### config.mk
export PLATFORM = sky130hd
export DESIGN_NAME = obstacle_scheduler
export DESIGN_NICKNAME = d
export VERILOG_FILES = /design/src/rtl/game_pkg.sv /design/src/rtl/tick_gen.sv /design/src/rtl/obstacle_scheduler.sv
export SDC_FILE = /design/constraint.sdc
export NUM_CORES = 1
export LEC_CHECK = 0
export ABC_AREA = 0
export BUFFER_PORTS_ARGS = -buffer_cell sky130_fd_sc_hd__buf_4
export CORE_UTILIZATION = 59
export DETAILED_ROUTE_END_ITERATION = 12
export GPL_TIMING_DRIVEN = 0
export PLACE_DENSITY = 0.78
export SYNTH_ARGS = -nofsm -noshare
export SYNTH_HDL_FRONTEND = slang
export SYNTH_SLANG_ARGS = --single-unit
### constraint.sdc
create_clock -name Clock -period 3.1 [get_ports Clock]
set_input_delay 0 -clock Clock [delete_from_list [all_inputs] [get_ports Clock]]
set_output_delay 0 -clock Clock [all_outputs]
set_load 0.01 [all_outputs]
### src/rtl/game_pkg.sv
// Shared constants for the game controller: scheduler state encodings,
// obstacle LFSR seed/taps and the smallest allowed base gap.
package game_pkg;

  localparam logic [1:0] S_IDLE = 2'd0;
  localparam logic [1:0] S_ARM  = 2'd1;
  localparam logic [1:0] S_WAIT = 2'd2;
  localparam logic [1:0] S_REQ  = 2'd3;

  // x^16 + x^14 + x^13 + x^11 + 1, bit 15 is the x^16 stage
  localparam logic [15:0] LFSR_SEED = 16'hACE1;
  localparam logic [15:0] LFSR_TAPS = 16'hB400;

  localparam int MIN_GAP = 16;

  // Fibonacci step: shift towards the MSB, feedback enters at bit 0.
  // A non-zero state never maps to zero with a maximal-length polynomial.
  function automatic logic [15:0] lfsr_next(input logic [15:0] s);
    return {s[14:0], ^(s & LFSR_TAPS)};
  endfunction

endpackage

### src/rtl/tick_gen.sv
// Free-running game tick: one-cycle pulse every TICK_DIV clocks.
module tick_gen #(
  parameter int TICK_DIV = 4
) (
  input  logic Clock,
  input  logic reset,
  output logic tick
);

  localparam int CW = (TICK_DIV > 1) ? $clog2(TICK_DIV) : 1;

  logic [CW-1:0] cnt;

  // Down-counter reloading to TICK_DIV-1 after reaching zero
  always_ff @(posedge Clock) begin
    if (reset || cnt == '0) cnt <= CW'(TICK_DIV - 1);
    else                    cnt <= cnt - 1'b1;
  end

  assign tick = (cnt == '0);

endmodule

### src/rtl/obstacle_scheduler.sv
// Obstacle scheduler: waits a pseudo-random number of game ticks (shrinking
// with difficulty level) while the game is active, then requests an
// obstacle from the control FSM and holds the request until acknowledged.
//
//   state  | meaning
//   IDLE   | no game running, waiting for reset_game to drop
//   ARM    | load gap counter from level base + random offset
//   WAIT   | count gap down on active ticks
//   REQ    | gen high, waiting for create_obs
module obstacle_scheduler
  import game_pkg::*;
#(
  parameter int CLOCK_FREQUENCY = 25000000,
  parameter int TICK_DIV        = CLOCK_FREQUENCY / 60,
  parameter int BASE_GAP        = 90,
  parameter int GAP_STEP        = 8
) (
  input  logic       Clock,
  input  logic       reset,
  input  logic       ld_game,
  input  logic       calc_jump,
  input  logic       create_obs,
  input  logic       reset_game,
  output logic       gen,
  output logic [1:0] obs_type,
  output logic [2:0] level,
  output logic [7:0] obs_count
);

  logic [1:0]  state, state_nxt;
  logic [7:0]  gap;
  logic [7:0]  gap_load;
  logic [15:0] lfsr;
  logic        reset_game_q;
  logic        tick;
  logic        active;
  int          base_raw;

  assign active = ld_game | calc_jump;

  tick_gen #(.TICK_DIV(TICK_DIV)) u_tick (
    .Clock (Clock),
    .reset (reset),
    .tick  (tick)
  );

  // Randomness source; survives reset_game so successive games differ
  always_ff @(posedge Clock) begin
    if (reset) lfsr <= LFSR_SEED;
    else       lfsr <= lfsr_next(lfsr);
  end

  // Level-dependent base gap, clamped, plus a 0..31 tick random offset
  always_comb begin
    base_raw = BASE_GAP - GAP_STEP * int'(level);
    if (base_raw < MIN_GAP) base_raw = MIN_GAP;
    gap_load = 8'(base_raw + int'(lfsr[4:0]));
  end

  // Next-state decode; reset_game overrides everything, including an ack
  always_comb begin
    state_nxt = state;
    case (state)
      S_IDLE:  if (reset_game_q && !reset_game) state_nxt = S_ARM;
      S_ARM:   state_nxt = S_WAIT;
      S_WAIT:  if (active && gap == 8'd0) state_nxt = S_REQ;
      S_REQ:   if (create_obs) state_nxt = S_ARM;
      default: state_nxt = S_IDLE;
    endcase
    if (reset_game) state_nxt = S_IDLE;
  end

  // State, registered gen, gap counter and obstacle bookkeeping
  always_ff @(posedge Clock) begin
    if (reset) begin
      state        <= S_IDLE;
      gen          <= 1'b0;
      obs_type     <= 2'd0;
      level        <= 3'd0;
      obs_count    <= 8'd0;
      gap          <= 8'd0;
      reset_game_q <= 1'b0;
    end else begin
      reset_game_q <= reset_game;
      state        <= state_nxt;
      gen          <= (state_nxt == S_REQ);
      if (reset_game) begin
        gap       <= 8'd0;
        obs_count <= 8'd0;
        level     <= 3'd0;
      end else begin
        case (state)
          S_ARM:  gap <= gap_load;
          S_WAIT: if (tick && active && gap != 8'd0) gap <= gap - 1'b1;
          S_REQ: begin
            if (create_obs) begin
              obs_type <= lfsr[6:5];
              if (obs_count != 8'hFF) begin
                obs_count <= obs_count + 1'b1;
                if (obs_count[2:0] == 3'b111 && level != 3'd7) level <= level + 1'b1;
              end
            end
          end
          default: ;
        endcase
      end
    end
  end

endmodule
==> run metrics <==
syn nets 307; # DRC 0; CP required 3.33 ns; min-delay src create_obs; max_cap viols 0; global-route wire length before repair 8521 um; pin slew with the least headroom to its limit 0.8346 ns; largest net degree at the start of global routing 11; Final Max Slew Viols 0; grt ovf 0; Root Buffer clkbuf_8; first-pass iteration count of the detailed router 4; final instance area 3102 um2; # H-tree levels 3; All-Layer GR Usage 23.10%; WP data arrival 2.80 ns; slowest CP cell nor3_1; register area 1201 um2; vias in the first global route 1906; cell area power density 539.0 nW/um2; Placement Cell Area 2865 um2; Synth async-reset ratio 0%; delay-heaviest family, CP simple AND/OR/NAND/NOR gates; Hold EP state[1]$_SDFF_PP0_; Worst-path clk slew 0.06 ns; Hold WC Path Type primary input to flip-flop; synthesized flop and latch total 60; final hold viol count 0; Inserted Diodes 0; layout cells sized above 1 16.51%; CP startpoint u_tick.cnt[11]$_SDFF_PP1_; Worst Setup Start Kind flip-flop; Crit Path Class flip-flop to flip-flop; sequential-to-total area share from yosys stat 45.20%; Top FF cell, synth dfxtp_1; DR iter-0 viols 111; r2r worst-path depth 6; CP Cell Sequence nor3_1 -> nand4b_1 -> or4_4 -> buf_6 -> or4_4 -> mux2i_1; cell mode on critical path or4_4; status finished, final reports clean; Met2 Routed Length 2395 um; reg2reg start u_tick.cnt[11]$_SDFF_PP1_; R2R Setup Slk 0.53 ns; total wire length 5088 um; Fillers 339; Post-Route M1 WL 2398 um; Avg WL per Cell 13.42 um; Period minus WS final 2.571 ns; Final period util 82.95%; TritonCTS clock tree done; commonest non-fill, non-tap cell in the layout dfxtp_1; TNS Setup 0 ns; Top Metal Used met4; Die ar. 4777 um2; multi-input gate area in the final layout 1358 um2; num rows 24; Mapped Area 2658 um2; commonest cells after routing, fill and taps aside dfxtp_1 (60), nor2_1 (37), nand2_1 (21); Via Count 2058; Mapped Avg Cell Area 9.164 um2; die height 69.12 um; post-CTS setup buffers 0; clock sinks 60; DP Wirelength 3466 um; maximum clock frequency 388.9 MHz; unrepaired setup endpoints after global routing false; Max VDD drop 0.3731 mV; number of antenna-violating nets in the routed design 0; DR vias/cell 5.430; # nets final 339; Initial Utilization 61.03%; Met3 Routed Length 183 um; Slowest Stage Delay on Critical Path 0.64 ns; relative slew slack 43.85%; Core ar. 4354 um2; worst-skew pair later-pin latency 0.34 ns; worst hold path cell count 3; reg-to-reg endpoint gap[7]$_SDFFE_PP0P_; GP Congestion 0.8078; I/O pin count 20; initial antenna violation count 0; synth warn 0; CP max FO 8; Bufs and invs on worst path 1; Syn Inst Count 290; Setup violations, final 0; Post-synth EDFFs 0; clk buf depth 2; die width 69.12 um; Netlist cell types 45; leak pwr 0.001253 uW; CTS Buf Count 9; Setup Skew 0.005205 ns; Layout area overhead 16.71%; CP Capture Type flip-flop; Port Buffer Count 19
-- worst reg2reg max path, delay by kind of cell (launching register included) --
family | cells | cell delay (ns)
muxes | 1 | 0.13
buffers and inverters | 1 | 0.15
DFF | 1 | 0.34
and+or+nand+nor | 4 | 1.85
-- synth_stat cells, types with 3 or more instances --
cell type   n  area, um2
inv_1      10      37.54
or4_4       3      33.78
nor2b_1    14      87.58
nor3_1      7      35.03
clkbuf_1    6      22.52
nand2b_1    6      37.54
or3_1       3      18.77
nor2_1     37      138.9
dfxtp_1    60       1201
o21ai_0     5      25.02
nand3_1    11      55.05
xor2_1     11      96.34
or2_2       9      56.30
mux2i_1     8      80.08
nor4_1      5      31.28
xnor2_1    14      122.6
nand2_1    21      78.83
nand4b_1    3      26.28
ha_1       11      137.6
o31ai_1     3      22.52
a21oi_1     6      30.03
a31oi_1     4      25.02
buf_6       3      33.78
-- how the worst max path moves through the flow --
stage	end	slack, ns	depth (start not counted)
2_1_floorplan	gap[7]$_SDFFE_PP0P_	0.71	6
3_3_place_gp	gap[7]$_SDFFE_PP0P_	0.61	6
3_5_place_dp	gap[7]$_SDFFE_PP0P_	0.55	6
4_1_cts	gap[7]$_SDFFE_PP0P_	0.53	6
5_1_grt	gap[7]$_SDFFE_PP0P_	0.30	6
6_report	gap[7]$_SDFFE_PP0P_	0.53	6
-- state kept, by name (all words and copies together) (netlist names), 2 cells and up --
name        cells
obs_count       8
state           2
lfsr           16
level           3
obs_type        2
gap             8
u_tick.cnt     19
-- kinds of logic after synthesis --
family / share of synthesized area, %
compound gates: 7.768
buf+inv: 3.719
simple gates: 26.74
xor+xnor: 8.239
mux: 3.013
flops: 45.20
fa+ha+maj: 5.179
other cells: 0.1411
-- power by group --
group	total, uW	internal (uW)	switching [uW]
combinational	93.5	45.0	48.5
sequential	810	795	15.2
clock	768	470	298
-- per-stage QoR --
step / setup slack [ns] / hold slack, ns / util, % / total power, uW / cells
2_1_floorplan: 0.7128 / 0.1113 / - / 892.9 / 290
3_3_place_gp: 0.6069 / 0.2539 / 65.80 / 916.0 / 361
3_5_place_dp: 0.5459 / 0.2552 / 65.80 / 918.7 / 361
4_1_cts: 0.5322 / 0.1367 / 71.24 / 1686 / 379
5_1_grt: 0.3007 / 0.1466 / 71.24 / 1735 / 379
6_report: 0.5286 / 0.1478 / 71.24 / 1672 / 379
-- cell type report --
cell class | instances | share of cell area [%]
Clock inverter | 5 | 2.420
Buffer | 10 | 1.977
Tap cell | 52 | 2.098
Multi-Input combinational cell | 210 | 43.77
Inverter | 10 | 1.210
Timing Repair Buffer | 21 | 5.244
Clock buffer | 11 | 4.558
Sequential cell | 60 | 38.73
-- per-layer routing --
layer | vias up | track usage (%)
li1 | 1058 | -
met4 | 0 | 12.70
met5 | - | 0
met2 | 43 | 36.03
met1 | 943 | 28.34
met3 | 14 | 7.164
-- timing repair --
action,in CTS,in global routing
gates resized for setup,0,0
hold endpoints to repair,6,0
hold buffers,2,0
endpoints found under the setup margin,0,0
No activity file was read; power rests on OpenSTA's default activity.
